File: config.mk
export PLATFORM = sky130hd
export DESIGN_NAME = pie_encoder
export DESIGN_NICKNAME = d
export VERILOG_FILES = /design/src/rtl/pie_encoder.sv
export SDC_FILE = /design/constraint.sdc
export NUM_CORES = 1
export LEC_CHECK = 0
export ABC_AREA = 1
export BUFFER_PORTS_ARGS = -buffer_cell sky130_fd_sc_hd__buf_2
export CAP_MARGIN = 20
export CORE_UTILIZATION = 45
export DETAILED_ROUTE_END_ITERATION = 10
export PLACE_DENSITY = 0.61
export RECOVER_POWER = 100
export SETUP_SLACK_MARGIN = 0.02
export SLEW_MARGIN = 30
export SYNTH_ARGS = -nofsm -noshare
export SYNTH_HDL_FRONTEND = slang
export SYNTH_SLANG_ARGS = --single-unit
File: constraint.sdc
create_clock -name clk -period 3.7 [get_ports clk]
set_input_delay 0.185 -clock clk [delete_from_list [all_inputs] [get_ports clk]]
set_output_delay 0.185 -clock clk [all_outputs]
set_load 0.03 [all_outputs]
File: src/rtl/pie_encoder.sv
// PIE forward-link framer: latches one command and drives the modulator bit as
// delimiter, data-0, RTcal, optional TRcal, then payload symbols MSB-first.
module pie_encoder #(
    parameter int unsigned MAX_BITS  = 64,
    parameter int unsigned TARI_CYC  = 25,
    parameter int unsigned PW_CYC    = 12,
    parameter int unsigned DELIM_CYC = 25,
    parameter int unsigned TRCAL_CYC = 134,
    parameter int unsigned GAP_CYC   = 16
) (
    input  logic                            clk,
    input  logic                            rst,
    input  logic [MAX_BITS-1:0]             cmd_dat,
    input  logic [$clog2(MAX_BITS+1)-1:0]   cmd_len,
    input  logic                            cmd_preamble,
    input  logic                            cmd_vld,
    output logic                            cmd_rdy,
    output logic                            tx_out,
    output logic                            tx_busy,
    output logic                            tx_done
);

    localparam int unsigned LEN_W   = $clog2(MAX_BITS + 1);
    localparam int unsigned IDX_W   = (MAX_BITS > 1) ? $clog2(MAX_BITS) : 1;
    localparam int unsigned D1_CYC  = 2 * TARI_CYC;
    localparam int unsigned RT_CYC  = 3 * TARI_CYC;
    localparam int unsigned MAX_A   = (RT_CYC > TRCAL_CYC) ? RT_CYC : TRCAL_CYC;
    localparam int unsigned MAX_B   = (DELIM_CYC > GAP_CYC) ? DELIM_CYC : GAP_CYC;
    localparam int unsigned MAX_SYM = (MAX_A > MAX_B) ? MAX_A : MAX_B;
    localparam int unsigned CNT_W   = $clog2(MAX_SYM + 1);

    typedef enum logic [2:0] {
        S_IDLE,
        S_DELIM,
        S_DATA0,
        S_RTCAL,
        S_TRCAL,
        S_BITS,
        S_GAP
    } state_t;

    state_t                state, state_nxt;
    logic [CNT_W-1:0]      cnt, cnt_nxt;
    logic [IDX_W-1:0]      idx, idx_nxt;
    logic [MAX_BITS-1:0]   dat_q, dat_nxt;
    logic [LEN_W-1:0]      len_q, len_nxt;
    logic                  pre_q, pre_nxt;
    logic                  tx_out_nxt, tx_done_nxt, tx_busy_nxt, cmd_rdy_nxt;

    logic                  last;
    logic [IDX_W-1:0]      first_idx, next_idx;
    logic [CNT_W-1:0]      first_len, next_len;

    // Symbol lengths for the first payload bit and the one after the current bit
    always_comb begin
        last      = (cnt == CNT_W'(1));
        first_idx = IDX_W'(len_q - LEN_W'(1));
        next_idx  = idx - IDX_W'(1);
        first_len = dat_q[first_idx] ? CNT_W'(D1_CYC) : CNT_W'(TARI_CYC);
        next_len  = dat_q[next_idx]  ? CNT_W'(D1_CYC) : CNT_W'(TARI_CYC);
    end

    // Next-state, counter and registered-output decode
    always_comb begin
        state_nxt = state;
        cnt_nxt   = cnt;
        idx_nxt   = idx;
        dat_nxt   = dat_q;
        len_nxt   = len_q;
        pre_nxt   = pre_q;

        if (state != S_IDLE) begin
            cnt_nxt = cnt - CNT_W'(1);
        end

        case (state)
            S_IDLE: begin
                if (cmd_vld) begin
                    state_nxt = S_DELIM;
                    cnt_nxt   = CNT_W'(DELIM_CYC);
                    dat_nxt   = cmd_dat;
                    len_nxt   = (cmd_len > LEN_W'(MAX_BITS)) ? LEN_W'(MAX_BITS) : cmd_len;
                    pre_nxt   = cmd_preamble;
                end
            end
            S_DELIM: begin
                if (last) begin
                    state_nxt = S_DATA0;
                    cnt_nxt   = CNT_W'(TARI_CYC);
                end
            end
            S_DATA0: begin
                if (last) begin
                    state_nxt = S_RTCAL;
                    cnt_nxt   = CNT_W'(RT_CYC);
                end
            end
            S_RTCAL: begin
                if (last) begin
                    if (pre_q) begin
                        state_nxt = S_TRCAL;
                        cnt_nxt   = CNT_W'(TRCAL_CYC);
                    end else if (len_q != '0) begin
                        state_nxt = S_BITS;
                        idx_nxt   = first_idx;
                        cnt_nxt   = first_len;
                    end else begin
                        state_nxt = S_GAP;
                        cnt_nxt   = CNT_W'(GAP_CYC);
                    end
                end
            end
            S_TRCAL: begin
                if (last) begin
                    if (len_q != '0) begin
                        state_nxt = S_BITS;
                        idx_nxt   = first_idx;
                        cnt_nxt   = first_len;
                    end else begin
                        state_nxt = S_GAP;
                        cnt_nxt   = CNT_W'(GAP_CYC);
                    end
                end
            end
            S_BITS: begin
                if (last) begin
                    if (idx == '0) begin
                        state_nxt = S_GAP;
                        cnt_nxt   = CNT_W'(GAP_CYC);
                    end else begin
                        idx_nxt = next_idx;
                        cnt_nxt = next_len;
                    end
                end
            end
            S_GAP: begin
                if (last) begin
                    state_nxt = S_IDLE;
                    cnt_nxt   = '0;
                end
            end
            default: begin
                state_nxt = S_IDLE;
                cnt_nxt   = '0;
            end
        endcase

        // Symbols are CW until the final PW_CYC cycles of their down-count
        tx_out_nxt = 1'b1;
        case (state_nxt)
            S_DELIM:                          tx_out_nxt = 1'b0;
            S_DATA0, S_RTCAL, S_TRCAL, S_BITS: tx_out_nxt = (cnt_nxt > CNT_W'(PW_CYC));
            default:                          tx_out_nxt = 1'b1;
        endcase

        tx_done_nxt = (state_nxt == S_GAP) && (state != S_GAP);
        tx_busy_nxt = (state_nxt != S_IDLE);
        cmd_rdy_nxt = (state_nxt == S_IDLE);
    end

    // State and output registers
    always_ff @(posedge clk or negedge rst) begin
        if (!rst) begin
            state   <= S_IDLE;
            cnt     <= '0;
            idx     <= '0;
            dat_q   <= '0;
            len_q   <= '0;
            pre_q   <= 1'b0;
            tx_out  <= 1'b1;
            tx_done <= 1'b0;
            tx_busy <= 1'b0;
            cmd_rdy <= 1'b1;
        end else begin
            state   <= state_nxt;
            cnt     <= cnt_nxt;
            idx     <= idx_nxt;
            dat_q   <= dat_nxt;
            len_q   <= len_nxt;
            pre_q   <= pre_nxt;
            tx_out  <= tx_out_nxt;
            tx_done <= tx_done_nxt;
            tx_busy <= tx_busy_nxt;
            cmd_rdy <= cmd_rdy_nxt;
        end
    end

endmodule
======== Word level (Yosys, flattened, before mapping) ========
Index checks and enable logic that the tools add are counted.
word-level totals
  bits of input ports ..................... 75
  bits in registers ....................... 93
  logic and storage cells ................. 85
  output and inout bits ................... 4
cells by class
  add/sub/neg operators ................... 3
  $lt $le $gt $ge ......................... 4
  equal/unequal tests ..................... 19
  reductions and logical operators ........ 11
  muxes and demuxes ....................... 38
operators with widths
  cell                                                                              count
  8-bit two-way mux                                                                 9
  6-bit two-way mux                                                                 10
  8-bit case mux with 7 select lines                                                1
  3-bit two-way mux                                                                 8
  3-bit case mux with 7 select lines                                                1
  3-bit == test (second input constant)                                             6
  6-bit case mux with 3 select lines                                                1
  6-bit by 7-bit < comparator with 1-bit output (second input constant)             2
  1-bit binary-select mux with 6-bit select                                         2
  3-bit by 2-bit == test with 1-bit output (second input constant)                  4
  6-bit by 1-bit subtractor with 6-bit output (second input constant)               2
  2-bit inequality test (second input constant)                                     5
  3-bit nonzero test                                                                3
  8-bit by 1-bit == test with 1-bit output (second input constant)                  1
  8-bit by 4-bit greater-than comparator with 1-bit output (second input constant)  1
  8-bit by 1-bit subtractor with 8-bit output (second input constant)               1
  7-bit greater-than comparator (second input constant)                             1
  7-bit two-way mux                                                                 1
  7-bit nonzero test                                                                1
  3-bit by 1-bit == test with 1-bit output (second input constant)                  2
  3-bit logical NOT                                                                 2
  6-bit logical NOT                                                                 1
  6-bit AND reduction                                                               1
  2-bit two-way mux                                                                 2
  6 further kinds                                                                   7

======== Logic depth before layout (Yosys ltp) ========
  word-level depth ........................ 10
  depth in mapped cells ................... 22
  depth with buffers taken out ............ 19

======== Worst setup path after synthesis ========
Ideal clock, no wire load.
  path kind ............................... flip-flop to flip-flop
  start ................................... reg idx[0]
  end ..................................... reg tx_out
  buffers on the path ..................... 4
  required time ........................... 3622 ps
  arrival ................................. 2305 ps
  path slack .............................. 1317 ps
  setup time .............................. 78 ps
  cell stages (with the launch flop) ...... 21
  period minus slack after synthesis ...... 2383 ps
  cells stage by stage .................... dfrtp_1 > buf_2 > inv_2 > buf_2 > ha_1 > buf_4 > inv_2 > buf_2 > nand3_1 > nand3_1 > nand3_1 > nand3_1 > nand3_1 > nand4_1 > nand2_1 > nor2_2 > nand3_1 > nand2_1 > nand2_1 > nand2_1 > nand2_1
between the ends
  longest elaborated chain between the ends .. 9
  elaborated cells between the ends (all ways) .. 19
  classes of those cells .................. add/sub: 1; order compare: 1; eq/ne: 5; mux: 10; reduce/logical: 2
ends and longest elaborated chain
  element                                                   RTL line  RTL
  from (decl)                                               44        logic [IDX_W-1:0] idx, idx_nxt;
  from (signal assigned)                                    177       idx <= idx_nxt;
  6-bit by 1-bit subtractor with 6-bit output               58        next_idx = idx - IDX_W'(1);
  1-bit binary-select mux with 6-bit select                 60        next_len = dat_q[next_idx] ? CNT_W'(D1_CYC) : CNT_W'(TARI_CYC);
  1-bit two-way mux (implied by the code)                   60
  6-bit two-way mux                                         60
  6-bit two-way mux                                         127       if (idx == '0) begin
  8-bit two-way mux                                         126       if (last) begin
  8-bit case mux with 7 select lines                        76        case (state)
  8-bit by 4-bit greater-than comparator with 1-bit output  152       S_DATA0, S_RTCAL, S_TRCAL, S_BITS: tx_out_nxt = (cnt_nxt > CNT_W'(PW_CYC));
  1-bit case mux with 2 select lines *                      150       case (state_nxt)
  net tx_out_nxt                                            48        logic tx_out_nxt, tx_done_nxt, tx_busy_nxt, cmd_rdy_nxt;
  to (signal assigned)                                      181       tx_out <= tx_out_nxt;
  to (decl)                                                 18        output logic tx_out,
Mark *: on every way through the listed nets, which the timed path passes. The rest lies on a longest branch. The select of a mux whose other input is x is not followed.
A chain may end at the register's enable or synchronous reset.

======== Worst setup path in the final report ========
  start ................................... reg state[0]
  end ..................................... reg tx_out
between the ends
  longest elaborated chain between the ends .. 6
  elaborated cells between the ends (all ways) .. 34
  classes of those cells .................. order compare: 1; eq/ne: 11; mux: 19; reduce/logical: 3
ends and longest elaborated chain
  element                                                                    RTL line  RTL
  from (decl)                                                                42        state_t state, state_nxt;
  from (signal assigned)                                                     175       state <= state_nxt;
  3-bit two-way mux                                                          127
  3-bit two-way mux                                                          126
  3-bit case mux with 7 select lines *                                       76
  net state_nxt[0]                                                           42
  3-bit by 2-bit == test with 1-bit output or 3-bit == test (tied branches)  150
  4-bit OR reduction                                                         150
  1-bit case mux with 2 select lines *                                       150
  net tx_out_nxt                                                             48
Mark *: on every way through the listed nets, which the timed path passes. The rest lies on a longest branch.

==> impl_metrics.csv <==
group,metric,value,unit
critical_path,cp_data_required_time,3.99,ns
sta,fin_crit,2.96,ns
finish,n_fill_cell,1280,
clock_network,cts.clk_slew.worst_paths,0.07,ns
sta,setup_viol,0,
logic_synthesis,syn-num-nets,913,
sta,timing_hold_violations_final,0,
run,cap_violations,1,
grt,antenna_found_initial,0,
floorplan,rows,40,
placement,portBuffers,78,
clock_network,cts_made_buffers,9,
critical_path,arrival,3.25,ns
critical_path,worstPathCellList,"inv_2, nand2_1, nor2_1, inv_1, nor2_4, clkbuf_2, nor3_1, nand2_1, nor3_1, a21oi_1, nand2_1",
finish,finalInstanceArea,6530,um2
sta,worst_slew_pin_slew,1.76,ns
detailed_routing,routed_wl,16.1,mm
grt,grt_start_max_net_pins,72,
clock_network,cts.sinks,93,
finish,synthToLayoutAreaGrowth,13.6,%
sta,fin_skew,0.00858,ns
outcome,run_status,"finished, violations left",
pwr,p_leak,3.28,nW
finish,final_common_cell,"nand2_1",
sta,slew-limit-headroom,-0.173,
sta,finalMaxSlewViolations,72,
detailed_routing,dr.pass1.iters,5,
critical_path,slowest_delay,0.77,ns
placement,dp_hpwl,11.3,mm
detailed_routing,avgViaCountPerCell,5.17,
detailed_routing,postRouteAntennaNets,0,
pwr,power_density,358,nW/um2
clock_network,htree_levels,3,
logic_synthesis,synthMuxAreaShare,0,
floorplan,boundaryPins,79,
clock_network,post_cts_buffers,0,
critical_path,critPathMaxFanout,56,
critical_path,crit_type,"flop to flop",
outcome,violations,"capacitance limit, slew limit",
grt,grt_overflow_total,0,
logic_synthesis,ys_top_cells_by_area,"dfrtp_1 40%, nand2_1 18%, nand3_1 9.8%, o21ai_0 6.7%, inv_1 5.4%",
sta,finalCritPeriodShare,0.800,
critical_path,cp-end-kind,"flop",
logic_synthesis,synth-simple-area-share,0.364,
logic_synthesis,yosys_warnings,0,
pwr,vdd_drop_max,0.218,mV
clock_network,clkLatencyLatePin,0.36,ns
critical_path,crit_top_cell,"nand2_1",
finish,nets,976,
logic_synthesis,synth_fa_ha_area_frac,0.0109,
logic_synthesis,synth_top_area_frac,0.396,
detailed_routing,wl_per_cell,15.1,um
logic_synthesis,synth_compound_area_frac,0.0980,
floorplan,die_area,13200,um2
floorplan,core,12200,um2
placement,place_area,6240,um2
finish,num_antenna_cells,0,
hold_path,hp-class,"primary input to flop",
logic_synthesis,synth-seq-area-share,0.406,
critical_path,crit_family,"buffers and inverters",
clock_network,cts_tree,"yes",
detailed_routing,drc,0,
logic_synthesis,synth_xor_area_frac,0.0281,
logic_synthesis,synth_area,5740,um2
clock_network,cts_buffer_depth,2,
logic_synthesis,synth_cell_type_count,38,
finish,drive_gt1_frac,0.143,
finish,most-common-layout-cells,"281 x nand2_1, 113 x nand3_1, 91 x dfrtp_1",
placement,gp_congestion,0.885,
sta,rsz0062_at_grt,"no",
critical_path,critPathLaunchType,"flop",
logic_synthesis,ys_ff_latch,93,
logic_synthesis,synth_cells,833,
critical_path,slowest_stage,"clkbuf_2",
grt,grt.total_usage,0.266,
floorplan,die_h,115,um
grt,grt_pass1_wl,26.9,mm
clock_network,cts_root_buffer,"clkbuf_16",
detailed_routing,drt_iter0_drc,388,
logic_synthesis,syn_area_per_cell,6.90,um2
floorplan,die_w,115,um
detailed_routing,vias,5531,
sta,max_freq,0.338,GHz
floorplan,start_util,0.470,
critical_path,crit_buf_inv,3,
grt,grt_pass1_vias,5452,
logic_synthesis,synth_top_cell_by_area,"dfrtp_1",
sta,tns,0,ns
logic_synthesis,synth_top_family_by_area,"simple AND/OR/NAND/NOR gates",
-- cells in the mapped netlist --
master,count
xor2_1,8
nor2_4,2
a221oi_4,1
o21ai_2,1
xor2_2,3
xnor2_2,1
buf_2,17
o211a_1,1
inv_1,82
or2_1,1
dfrtp_1,91
a21oi_1,11
buf_1,3
nor3_4,2
nor3_2,3
nand2_1,279
nand3b_1,1
o2bb2ai_1,1
ha_1,5
xnor2_1,3
dfstp_2,2
inv_2,11
nand2_2,5
clkbuf_1,12
o211ai_1,2
o21ai_0,77
nor3_1,7
nor2_2,4
nand3_2,4
clkinv_1,2
o21ai_1,7
nor4_1,1
o22ai_1,1
nand3_1,113
nor2_1,58
buf_4,5
nand4_1,4
a31oi_1,2
-- power by group --
| part | internal [mW] | leakage [nW] | switching, mW |
|---|---|---|---|
| clock | 0.562 | 0.150 | 0.403 |
| sequential | 1.06 | 1.09 | 0.0321 |
| combinational | 0.104 | 2.05 | 0.173 |
| total | 1.73 | 3.28 | 0.608 |
-- flip-flops by register name (all words and copies together), names as in the netlist --
register and cells:
cmd_rdy 1, tx_busy 1, state 3, len_q 7, dat_q 64, cnt 8, idx 6, tx_out 1
pre_q 1, tx_done 1
-- cells by family (layout without fill, tap and decap cells) --
logic type / count (synthesis) / after routing
simple gates: 484 / 484
buf+inv: 132 / 200
compound gates: 104 / 104
flops: 93 / 93
xor+xnor: 15 / 15
fa+ha+maj: 5 / 5
-- layer usage --
layer,vias up,track usage,part of all wire
met1,2593,0.355,0.46
li1,2770,-,-
met3,17,0.0300,0.044
met4,0,0.0935,0.016
met5,-,0,0
met2,151,0.448,0.48
-- tightest hold or removal path, stage by stage --
cell and delay [ns]:
buf_2 0.07, nand2_1 0.04, nand2_1 0.04
-- stage by stage --
| stage | utilization | power (mW) | cells | hold WS [ns] | setup WS, ns |
|---|---|---|---|---|---|
| finish | 0.534 | 2.34 | 1069 | 0.0226 | 0.741 |
| global route | 0.534 | 2.43 | 1069 | 0.0332 | 0.416 |
| CTS | 0.537 | 2.35 | 1069 | 0.0163 | 1.11 |
| detailed placement | 0.511 | 1.39 | 1052 | 0.374 | 1.12 |
| global placement | 0.511 | 1.39 | 1052 | 0.376 | 1.13 |
| floorplan | - | 1.27 | 833 | -0.111 | 1.32 |
-- final cells by class --
type | count | area (um2) | area share
Tap cell | 168 | 210 | 0.0322
Multi-Input combinational cell | 608 | 2860 | 0.438
Sequential cell | 93 | 2330 | 0.357
Inverter | 95 | 357 | 0.0547
Timing Repair Buffer | 89 | 465 | 0.0713
Clock buffer | 13 | 260 | 0.0399
Clock inverter | 3 | 43.8 | 0.00671
-- worst paths after layout --
kind	start	endpoint	slack [ns]	depth (start not counted)
max	state[0]	tx_out	0.74	11
min	cmd_len[5]	len_q[5]	0.02	3
max reg2reg	state[0]	tx_out	0.74	11
min reg2reg	dat_q[43]	dat_q[43]	0.50	2
max in group asynchronous	rst	dat_q[53]	1.66	3
min in group asynchronous	rst	dat_q[12]	0.84	2
-- repair_timing --
item,4_1_cts,5_1_grt
hold endpoints to repair,26,0
setup endpoints to repair,0,0
hold buffers,1,0
resized for setup,0,0
(Power assumes the default switching activity.)
